**src/rtl/mips_16_run_monitor_pkg.sv**
```systemverilog
// rtl/mips_16_run_monitor_pkg.sv - shared state and stop-cause definitions for the run monitor
package mips_16_run_monitor_pkg;

  typedef enum logic [2:0] {
    ST_IDLE  = 3'd0,
    ST_RESET = 3'd1,
    ST_RUN   = 3'd2,
    ST_DUMP  = 3'd3,
    ST_DONE  = 3'd4
  } state_t;

  localparam logic [1:0] STOP_NONE    = 2'd0;
  localparam logic [1:0] STOP_TIMEOUT = 2'd1;
  localparam logic [1:0] STOP_WP      = 2'd2;
  localparam logic [1:0] STOP_ABORT   = 2'd3;

  // Resolves simultaneous stop reasons: abort beats watchpoint beats timeout.
  function automatic logic [1:0] stop_code(input logic abort_req, input logic wp_req);
    if (abort_req)   return STOP_ABORT;
    else if (wp_req) return STOP_WP;
    else             return STOP_TIMEOUT;
  endfunction

endpackage

```
**src/rtl/mips_16_wp_channel.sv**
```systemverilog
// rtl/mips_16_wp_channel.sv - one PC watchpoint: comparator plus saturating hit counter
module mips_16_wp_channel #(
  parameter int PC_WIDTH = 8,
  parameter int HIT_W    = 8
) (
  input  logic                clk,
  input  logic                rst,
  input  logic                clr,
  input  logic                active,
  input  logic                changed,
  input  logic                en,
  input  logic [PC_WIDTH-1:0] wp_pc,
  input  logic [PC_WIDTH-1:0] pc,
  output logic                hit,
  output logic [HIT_W-1:0]    hit_cnt
);

  // A PC parked on the watch address counts once, not once per stalled cycle.
  assign hit = active && en && changed && (pc == wp_pc);

  // Counter clears on an accepted start and sticks at all-ones.
  always_ff @(posedge clk or negedge rst) begin
    if (!rst) begin
      hit_cnt <= '0;
    end else if (clr) begin
      hit_cnt <= '0;
    end else if (hit && (hit_cnt != '1)) begin
      hit_cnt <= hit_cnt + 1'b1;
    end
  end

endmodule

```
**src/rtl/mips_16_run_monitor.sv**
```systemverilog
// rtl/mips_16_run_monitor.sv - resets, runs, watches and snapshots the mips_16 core
module mips_16_run_monitor
  import mips_16_run_monitor_pkg::*;
#(
  parameter int PC_WIDTH   = 8,
  parameter int DATA_WIDTH = 16,
  parameter int REG_ADDR_W = 3,
  parameter int NUM_WP     = 2,
  parameter int CYC_W      = 16,
  parameter int HIT_W      = 8,
  parameter int RST_CYCLES = 2
) (
  input  logic                       clk,
  input  logic                       rst,
  input  logic                       start,
  input  logic                       abort,
  input  logic [CYC_W-1:0]           max_cycles,
  input  logic [NUM_WP-1:0]          wp_en,
  input  logic [NUM_WP-1:0]          wp_stop,
  input  logic [NUM_WP*PC_WIDTH-1:0] wp_pc,
  input  logic [PC_WIDTH-1:0]        pc,
  output logic                       core_rst,
  output logic                       core_en,
  output logic [REG_ADDR_W-1:0]      rf_raddr,
  input  logic [DATA_WIDTH-1:0]      rf_rdata,
  input  logic [REG_ADDR_W-1:0]      snap_raddr,
  output logic [DATA_WIDTH-1:0]      snap_rdata,
  output logic                       busy,
  output logic                       done,
  output logic [1:0]                 stop_cause,
  output logic [CYC_W-1:0]           cycle_cnt,
  output logic [NUM_WP*HIT_W-1:0]    hit_cnt
);

  localparam int NUM_REGS = 1 << REG_ADDR_W;
  localparam int RC_W     = (RST_CYCLES > 1) ? $clog2(RST_CYCLES) : 1;
  localparam logic [RC_W-1:0] RST_LAST = RC_W'(RST_CYCLES - 1);

  state_t                     state;
  logic [RC_W-1:0]            rst_cnt;
  logic [CYC_W-1:0]           max_q;
  logic [NUM_WP-1:0]          wp_en_q;
  logic [NUM_WP-1:0]          wp_stop_q;
  logic [NUM_WP*PC_WIDTH-1:0] wp_pc_q;
  logic [PC_WIDTH-1:0]        pc_prev;
  logic                       pc_seen;
  logic [NUM_WP-1:0]          hit;
  logic [DATA_WIDTH-1:0]      snap [NUM_REGS];

  logic             start_ok;
  logic             in_run;
  logic             pc_changed;
  logic             wp_stop_hit;
  logic [CYC_W:0]   cyc_next;
  logic             timeout;
  logic             stop_now;

  assign start_ok    = start && ((state == ST_IDLE) || (state == ST_DONE));
  assign in_run      = (state == ST_RUN);
  assign pc_changed  = !pc_seen || (pc != pc_prev);
  assign wp_stop_hit = |(hit & wp_stop_q);
  // Compared one bit wider so a saturated counter never aliases onto a budget.
  assign cyc_next    = {1'b0, cycle_cnt} + {{CYC_W{1'b0}}, 1'b1};
  assign timeout     = (max_q != '0) && (cyc_next == {1'b0, max_q});
  assign stop_now    = in_run && (abort || wp_stop_hit || timeout);

  genvar k;
  generate
    for (k = 0; k < NUM_WP; k++) begin : g_wp
      mips_16_wp_channel #(
        .PC_WIDTH (PC_WIDTH),
        .HIT_W    (HIT_W)
      ) u_ch (
        .clk     (clk),
        .rst     (rst),
        .clr     (start_ok),
        .active  (in_run),
        .changed (pc_changed),
        .en      (wp_en_q[k]),
        .wp_pc   (wp_pc_q[k*PC_WIDTH +: PC_WIDTH]),
        .pc      (pc),
        .hit     (hit[k]),
        .hit_cnt (hit_cnt[k*HIT_W +: HIT_W])
      );
    end
  endgenerate

  // Run sequencer: owns core control, cycle budget, stop cause and the dump walk.
  always_ff @(posedge clk or negedge rst) begin
    if (!rst) begin
      state      <= ST_IDLE;
      core_rst   <= 1'b1;
      core_en    <= 1'b0;
      rf_raddr   <= '0;
      cycle_cnt  <= '0;
      stop_cause <= STOP_NONE;
      busy       <= 1'b0;
      done       <= 1'b0;
      rst_cnt    <= '0;
      max_q      <= '0;
      wp_en_q    <= '0;
      wp_stop_q  <= '0;
      wp_pc_q    <= '0;
      pc_prev    <= '0;
      pc_seen    <= 1'b0;
    end else begin
      case (state)
        ST_IDLE, ST_DONE: begin
          if (start) begin
            max_q      <= max_cycles;
            wp_en_q    <= wp_en;
            wp_stop_q  <= wp_stop;
            wp_pc_q    <= wp_pc;
            cycle_cnt  <= '0;
            stop_cause <= STOP_NONE;
            rst_cnt    <= '0;
            pc_seen    <= 1'b0;
            core_rst   <= 1'b1;
            core_en    <= 1'b0;
            busy       <= 1'b1;
            done       <= 1'b0;
            state      <= ST_RESET;
          end
        end
        ST_RESET: begin
          if (rst_cnt == RST_LAST) begin
            core_rst <= 1'b0;
            core_en  <= 1'b1;
            state    <= ST_RUN;
          end else begin
            rst_cnt <= rst_cnt + 1'b1;
          end
        end
        ST_RUN: begin
          pc_prev <= pc;
          pc_seen <= 1'b1;
          if (cycle_cnt != '1) begin
            cycle_cnt <= cycle_cnt + 1'b1;
          end
          if (stop_now) begin
            stop_cause <= stop_code(abort, wp_stop_hit);
            core_en    <= 1'b0;
            rf_raddr   <= '0;
            state      <= ST_DUMP;
          end
        end
        ST_DUMP: begin
          if (rf_raddr == REG_ADDR_W'(NUM_REGS - 1)) begin
            rf_raddr <= '0;
            busy     <= 1'b0;
            done     <= 1'b1;
            state    <= ST_DONE;
          end else begin
            rf_raddr <= rf_raddr + 1'b1;
          end
        end
        default: begin
          state <= ST_IDLE;
        end
      endcase
    end
  end

  // Snapshot buffer captures one register per dump clock.
  always_ff @(posedge clk or negedge rst) begin
    if (!rst) begin
      for (int i = 0; i < NUM_REGS; i++) begin
        snap[i] <= '0;
      end
    end else if (state == ST_DUMP) begin
      snap[rf_raddr] <= rf_rdata;
    end
  end

  assign snap_rdata = snap[snap_raddr];

endmodule
```
**config.mk**
```make
export PLATFORM = sky130hd
export DESIGN_NAME = mips_16_run_monitor
export DESIGN_NICKNAME = d
export VERILOG_FILES = /design/src/rtl/mips_16_run_monitor_pkg.sv /design/src/rtl/mips_16_wp_channel.sv /design/src/rtl/mips_16_run_monitor.sv
export SDC_FILE = /design/constraint.sdc
export NUM_CORES = 1
export LEC_CHECK = 0
export ABC_AREA = 1
export ABC_CLOCK_PERIOD_IN_PS = 2700
export BUFFER_PORTS_ARGS = -buffer_cell sky130_fd_sc_hd__buf_2
export CORE_UTILIZATION = 40
export CTS_CLUSTER_DIAMETER = 30
export DETAILED_ROUTE_END_ITERATION = 8
export SYNTH_ARGS = -nofsm -noshare
export SYNTH_HDL_FRONTEND = slang
export SYNTH_HIERARCHICAL = 1
export SYNTH_SLANG_ARGS = --single-unit
```
**constraint.sdc**
```tcl
create_clock -name clk -period 2.7 [get_ports clk]
set_input_delay 0.135 -clock clk [delete_from_list [all_inputs] [get_ports clk]]
set_output_delay 0.135 -clock clk [all_outputs]
set_load 0.05 [all_outputs]
```
==> results by group, run 1 <==
Clocking
  – PostCTS Resize Cnt: 0
  – Clock transition at path regs: 0.05 ns
  – Inserted Clock Buffers: 56
  – Clk sinks: ~220
  – Clk Latency, worst-skew pair: 0.57 ns
  – Bufs on Longest Clock Path: 3
  – Max H-tree Level: 2
  – TritonCTS clock tree: built
  – CTS root buf: clkbuf_16

Die
  – Die width: 167 microns
  – Die H: 167 microns
  – Die footprint: approximately 28000 sq um
  – IO Pins: 124
  – Initial Util: 0.408
  – Core Rows: 60
  – Area of the core: 26900 sq um

Routing
  – DRC errors left: 0
  – DRT antenna net count: 0
  – Routed WL: 31200 microns
  – Vias per cell: between 5 and 6
  – Routed wire per std cell: roughly 15 microns
  – DR pass1 iterations: 5
  – Initial DRC Count: 718
  – Via count: 10400

Yosys
  – Synth Warn #: 6
  – Sequential share of the synthesized area: 0.498
  – Most used DFF post-synth: dfrtp_1
  – Share of the synthesized area in the top cell type: 0.496
  – Cells after Synth: around 1400
  – Avg Cell Area, Syn: 7.67 sq um
  – Distinct cells, synth: 38
  – Async SR Flop Fraction: 1.00
  – Area leader, netlist: dfrtp_1
  – Net count after synthesis: 1501
  – EDFF count, synth: 0
  – Netlist Area Pre-Place: 11000 sq um
  – Top cells by area, synth: dfrtp_1, nand2_1, o21ai_0
  – Number of synthesized register bits: 218

Critical path
  – Critical path's top delay family: simple AND/OR/NAND/NOR gates
  – CP required: 3.16 ns
  – Slowest stage delay, CP: 0.39 ns
  – CP startpoint kind: register
  – CP Max Fanout: 5
  – Crit end category: register
  – Cell Chain, Critical Path: or2_2, a221oi_1, nand4_1, nand3_1, inv_1, nand3_1, nor4_1, inv_1, o22ai_1, nor2_1, nand3_2, nand2_2, o21ai_1
  – Worst Path Buf+Inv: 2
  – CP arrival: 2.73 ns
  – WS Path Type: register to register
  – Slowest cell on crit path: dfrtp_1

STA
  – RSZ-0062 raised after global routing: false
  – Hold Fails Final Rpt: 0
  – Achievable Freq: roughly 440 MHz
  – WHS: 0.0749 ns
  – Final worst path period share: 0.841
  – Final Max Tran Viols: 0
  – Skew final: between 0.05 and 0.06 ns
  – Worst-Margin Slew: 0.687 ns
  – # setup viols final: 0
  – Total negative slack: 0 ns
  – Crit path time final: between 2 and 2.5 ns
  – Max_slew headroom: 0.542

Global route
  – First-pass GRT wire length: between 50000 and 60000 microns
  – Initial antenna violation count: 0
  – Number of global-route vias before repair: 10200
  – All-Layer GR Usage: 0.228
  – Largest net degree at the start of global routing: 73
  – Grt total ovfl: 0

Final layout
  – Commonest non-fill, non-tap cells in the layout: nand2_1, o21ai_0, dfrtp_1
  – Final nets: 1710
  – Area of the multi-input gates: between 4000 and 5000 sq um
  – Area Growth Syn to Fin: 33.5%
  – Register Area: 5460 sq um
  – Number of antenna diodes: 0
  – Commonest non-fill, non-tap cell in the layout: nand2_1
  – Layout cells sized above 1: 0.169
  – Fillers: 2491

Power
  – Leak Pwr: approximately 7.4 nW
  – Pwr dens: 1180 nW/um^2
  – VDD IR max: approximately 0.00074 V

Placed design
  – Detailed placer's ending HPWL: 19700 microns
  – I/O Buffers: about 120
  – Routability cong.: 0.871

Status
  – Outcome: complete, no violations

Run
  – Max Cap Violations: 0

Min path
  – Worst Hold Class: input pin to register
-- per-layer routing --
metal	share of wire	routed length (microns)	vias to the layer above	track usage
met2	0.46	14200	284	0.364
met5	0	0	-	0
li1	-	-	5086	-
met1	0.47	14600	4934	0.313
met3	0.052	1640	67	0.0378
met4	0.026	804	0	0.0834
-- where the power goes --
group	switching [mW]	internal, mW	total [mW]
logic	3.12	1.56	4.67
clock network	2.03	4.88	6.92
registers	0.961	4.65	5.61
-- metrics by stage --
stage / util / setup WS [ns] / power (mW) / instances / instance area [sq um]
final: 0.544 / 0.429 / 17.2 / 2024 / 14600
after global routing: 0.544 / 0.264 / 18.3 / 2024 / 14600
after CTS: 0.544 / 0.432 / 17.3 / 2024 / 14600
after detailed placement: 0.447 / 0.432 / 10.2 / 1859 / 12000
after global placement: 0.447 / 0.522 / 10.1 / 1859 / 12000
after floorplan: - / 0.391 / 8.83 / 1429 / 11000
-- cells in the mapped netlist (3+ instances only) --
cell and n:
xor2_1 9, nor2_4 7, o22ai_1 26, a31oi_1 16, ha_1 5, buf_1 3, nor2_1 165, o21ai_0 217
buf_2 4, nand2_2 10, xnor2_1 5, nand3b_1 6, nand2_1 416, clkbuf_1 52, nor2_2 8, inv_1 121
inv_2 7, nand4_1 35, dfrtp_1 217, o21ai_1 5, nand3_1 67
-- state kept, by name, indices dropped and copies added (netlist names) --
| signal | count |
|---|---|
| snap | 128 |
| cycle_cnt | 16 |
| g_wp.u_ch/hit_cnt | 16 |
| max_q | 16 |
| wp_pc_q | 16 |
| pc_prev | 8 |
| rf_raddr | 3 |
| state | 3 |
| stop_cause | 2 |
| wp_en_q | 2 |
| wp_stop_q | 2 |
| busy | 1 |
| core_en | 1 |
| core_rst | 1 |
| done | 1 |
| pc_seen | 1 |
| rst_cnt | 1 |
-- path summary, 6_finish.rpt --
kind | from | end | slack, ns | depth (start not counted)
hold / removal | start | done | 0.07 | 5
min in group asynchronous | rst | max_q[3] | 0.13 | 2
setup reg to reg | pc_prev[6] | state[0] | 0.43 | 13
hold reg to reg | snap[24] | snap[24] | 0.47 | 2
setup / recovery | pc_prev[6] | state[0] | 0.43 | 13
max in group asynchronous | rst | snap[26] | 1.75 | 3
-- cell type report --
cell class,count,share of cell area
tap,341,0.0292
timing repair buffer,212,0.102
sequential,218,0.373
multi-input combinational,1021,0.327
clock inverter,21,0.0259
inverter,129,0.0331
clock buffer,82,0.111
-- repair_timing --
item | CTS | global route
setup buffers | 0 | 0
endpoints found under the hold margin | 227 | 0
hold buffers | 62 | 0
-- worst min-delay path: cells and delay by family --
family | cells | cell delay (ns)
simple gates | 3 | 0.28
buf+inv | 2 | 0.19
-- kinds of logic after synthesis --
family	count (synthesis)	share of synthesized area
fa+ha+maj	5	0.00571
simple gates	727	0.285
buf+inv	190	0.0658
flops	218	0.498
compound gates	274	0.132
xor+xnor	15	0.0134
Power figures use the tool's default switching activity.
==> run 2, diff against run 1 <==
ABC_AREA = 0   (was 1)
ABC_CLOCK_PERIOD_IN_PS = 2000   (was 2700)
clock period = 2 ns   (was 2.7 ns; I/O delays follow)
==> run 2 against run 1 <==
The flow now finishes with violations (setup timing); area after synthesis fell by 2.9%; clock-buffer cell count fell by 17; largest cell class unchanged; synthesized cell count fell by 37%; via count fell by 21%; worst setup slack got worse by 0.72 ns; sequential share of layout area fell by 2.1 points; utilization rose by 5.2 points; sequential cell count did not move.
==> results by group, run 2 <==
Status
  – Outcome: finished, violations left
  – Failing checks: setup timing

Yosys
  – Avg Cell Area, Syn: 11.8 sq um
  – Async SR Flop Fraction: 1.00
  – Cells after Synth: 902
  – EDFF count, synth: 0
  – Area leader, netlist: dfrtp_1
  – Distinct cells, synth: 56
  – List of most frequent post-synthesis cells: dfrtp_1, nand2_1, mux2_2
  – Most used DFF post-synth: dfrtp_1
  – Count leader, synth: dfrtp_1
  – Sequential share of the synthesized area: 0.513
  – Synth Warn #: 6
  – Netlist Area Pre-Place: 10600 sq um
  – Share of the synthesized area in the top cell type: 0.510
  – Top cells by area, synth: dfrtp_1, mux2_2, mux4_2
  – Net count after synthesis: 974
  – Number of synthesized register bits: 218

Final layout
  – Non-Filler Instances: 1595
  – Area Growth Syn to Fin: 46.2%
  – Commonest non-fill, non-tap cells in the layout: dfrtp_1, nand2_1, mux2_2
  – Max reg flops: 128
  – Commonest non-fill, non-tap cell in the layout: dfrtp_1
  – Number of antenna diodes: 0
  – Top reg by flops: snap
  – Layout cells sized above 1: 0.462
  – Design Area, Final: 15600 sq um
  – Final nets: roughly 1300

Critical path
  – Setup crit end: core_en
  – Slowest cell on crit path: dfrtp_1
  – R2R setup slack: -0.29 ns
  – Crit end category: register
  – CP required: 2.43 ns
  – Critical path's top delay family: simple AND/OR/NAND/NOR gates
  – Cell repeated most along the worst path: nand3_2
  – Crit path from: pc_prev[6]
  – WS Path Type: register to register
  – CP startpoint kind: register
  – Stages on the worst setup path: 11
  – Worst Path Buf+Inv: 1
  – Reg2Reg Depth: 11
  – CP arrival: approximately 2.7 ns
  – Slowest stage delay, CP: 0.38 ns
  – Reg-to-Reg Start: pc_prev[6]
  – R2R Path End: core_en
  – CP Max Fanout: 2
  – Cell Chain, Critical Path: xor2_1, nor4_2, nand4_1, nand3_2, nor2_4, nand3_2, inv_2, a22oi_2, nor2b_4, a21bo_1, o311a_1

Power
  – Pwr dens: between 1500 and 2000 nW/um^2
  – Leak Pwr: 7.19 nW
  – VDD IR max: 0.00154 V

Die
  – Initial Util: 0.408
  – IO Pins: approximately 120
  – Die H: 165 microns
  – Die width: ~170 microns
  – Die footprint: around 27000 sq um
  – Core Rows: approximately 60
  – Area of the core: 26100 sq um

Routing
  – Routed WL: 27300 microns
  – DRC errors left: 0
  – DR pass1 iterations: 4
  – Via count: slightly above 8000
  – Routed wire per std cell: 17.1 microns
  – Initial DRC Count: 479
  – Vias per cell: 5.12
  – DRT antenna net count: 0

STA
  – Skew final: between 0.03 and 0.04 ns
  – RSZ-0062 raised after global routing: true
  – Crit path time final: 2.29 ns
  – Final worst path period share: 1.15
  – Final Max Tran Viols: 0
  – Achievable Freq: 436 MHz
  – Setup ws final: -0.291 ns
  – Worst-Margin Slew: 0.666 ns
  – # setup viols final: 7
  – Hold Fails Final Rpt: 0
  – Max_slew headroom: 0.556

Run
  – Max Cap Violations: 0

Global route
  – Number of global-route vias before repair: 8512
  – Initial antenna violation count: 0
  – First-pass GRT wire length: 43600 microns
  – All-Layer GR Usage: 0.204
  – Grt total ovfl: 0
  – Largest net degree at the start of global routing: 61

Placed design
  – I/O Buffers: about 120
  – Routability cong.: slightly below 0.8
  – Detailed placer's ending HPWL: 16800 microns
  – DP Cell Count: 1416
  – Pre-CTS setup slack: -0.491 ns
  – Dpl cell area: ~13000 sq um

Clocking
  – CTS root buf: clkbuf_16
  – Clock transition at path regs: 0.04 ns
  – Inserted Clock Buffers: 53
  – Bufs on Longest Clock Path: 3
  – Clk sinks: 218
  – TritonCTS clock tree: built
  – Max H-tree Level: 2
  – Clk Latency, worst-skew pair: 0.56 ns

Min path
  – Worst Hold Class: input pin to asynchronous set/reset pin
-- run 2: cell types whose count changed in the layout (fill, tap and decap cells not counted), sizes merged, moves of 17 or more --
cell    before  now
inv        129   11
mux4         0   32
xor2         9   33
a21oi        2   23
mux2         0  144
nand4       37   12
nor2       180   41
nand3       71   17
buf        150  238
nand2      427  170
clkbuf      82   65
o21ai      224   35
o22ai       26    0
-- run 2: what timing repair did --
item | 4_1_cts | 5_1_grt
resized for setup | 34 | 62
setup buffers | 8 | 8
hold buffers | 63 | 0
cloned | 0 | 1
endpoints found under the setup margin | 24 | 55
endpoints found under the hold margin | 373 | 0
pin swaps | 10 | 12
-- run 2: layout make-up --
type | count | area, sq um
tap | 335 | 419
clock inverter | 35 | 509
clock buffer | 65 | 1440
sequential | 218 | 5480
fill | 2095 | 10500
inverter | 11 | 43.8
timing repair buffer | 301 | 2400
multi-input combinational | 630 | 5260
-- run 2: stage by stage --
step / setup TNS [ns] / hold WS (ns) / util / total power [mW]
CTS: -1.91 / 0.104 / 0.586 / 24.4
global placement: -2.54 / 0.0731 / 0.480 / 14.5
finish: -1.83 / 0.0832 / 0.597 / 24.6
global route: -3.38 / 0.133 / 0.597 / 25.9
floorplan: -1.63 / -0.196 / - / 12.7
detailed placement: -2.81 / 0.0834 / 0.480 / 14.7
-- run 2: how the worst min path moves through the flow --
stage                     from           end  slack, ns  depth (start not counted)
after floorplan            rst          busy      -0.20                          0
after global placement     rst      snap[36]       0.07                          1
after detailed placement   rst      snap[20]       0.08                          1
after CTS                  rst  cycle_cnt[0]       0.10                          2
after global routing       rst      snap[36]       0.13                          2
final                      rst      snap[36]       0.08                          2
-- run 2: power by group --
group | leakage, nW | total, mW | internal, mW | switching (mW)
registers | 2.69 | 7.43 | 6.30 | 1.13
logic | 3.59 | 8.12 | 4.07 | 4.05
clock network | 0.911 | 9.09 | 6.31 | 2.78
total | 7.19 | 24.6 | 16.7 | 7.95
-- run 2: worst reg2reg max path, cell delays in order, from the launching register on --
cell	delay [ns]
dfrtp_1	0.38
xor2_1	0.15
nor4_2	0.29
nand4_1	0.19
nand3_2	0.14
nor2_4	0.04
nand3_2	0.09
inv_2	0.04
a22oi_2	0.19
nor2b_4	0.18
a21bo_1	0.22
o311a_1	0.28
-- run 2: metal layers --
metal	up-vias	global-route usage	part of all wire
li1	3878	-	-
met1	4047	0.256	0.43
met2	193	0.351	0.50
met3	42	0.0487	0.057
met4	0	0.0563	0.016
met5	-	0	0
-- run 2: cells by family (layout without fill, tap and decap cells) --
group | count (synthesis) | in the layout | share of synthesized area
AND/OR/NAND/NOR | 306 | 307 | 0.145
flip-flops | 218 | 218 | 0.513
multiplexers | 180 | 180 | 0.224
AO/OA/AOI/OAI | 88 | 88 | 0.0500
buffers and inverters | 55 | 412 | 0.0216
XOR/XNOR | 50 | 50 | 0.0412
adder cells (fa/ha/maj) | 5 | 5 | 0.00588
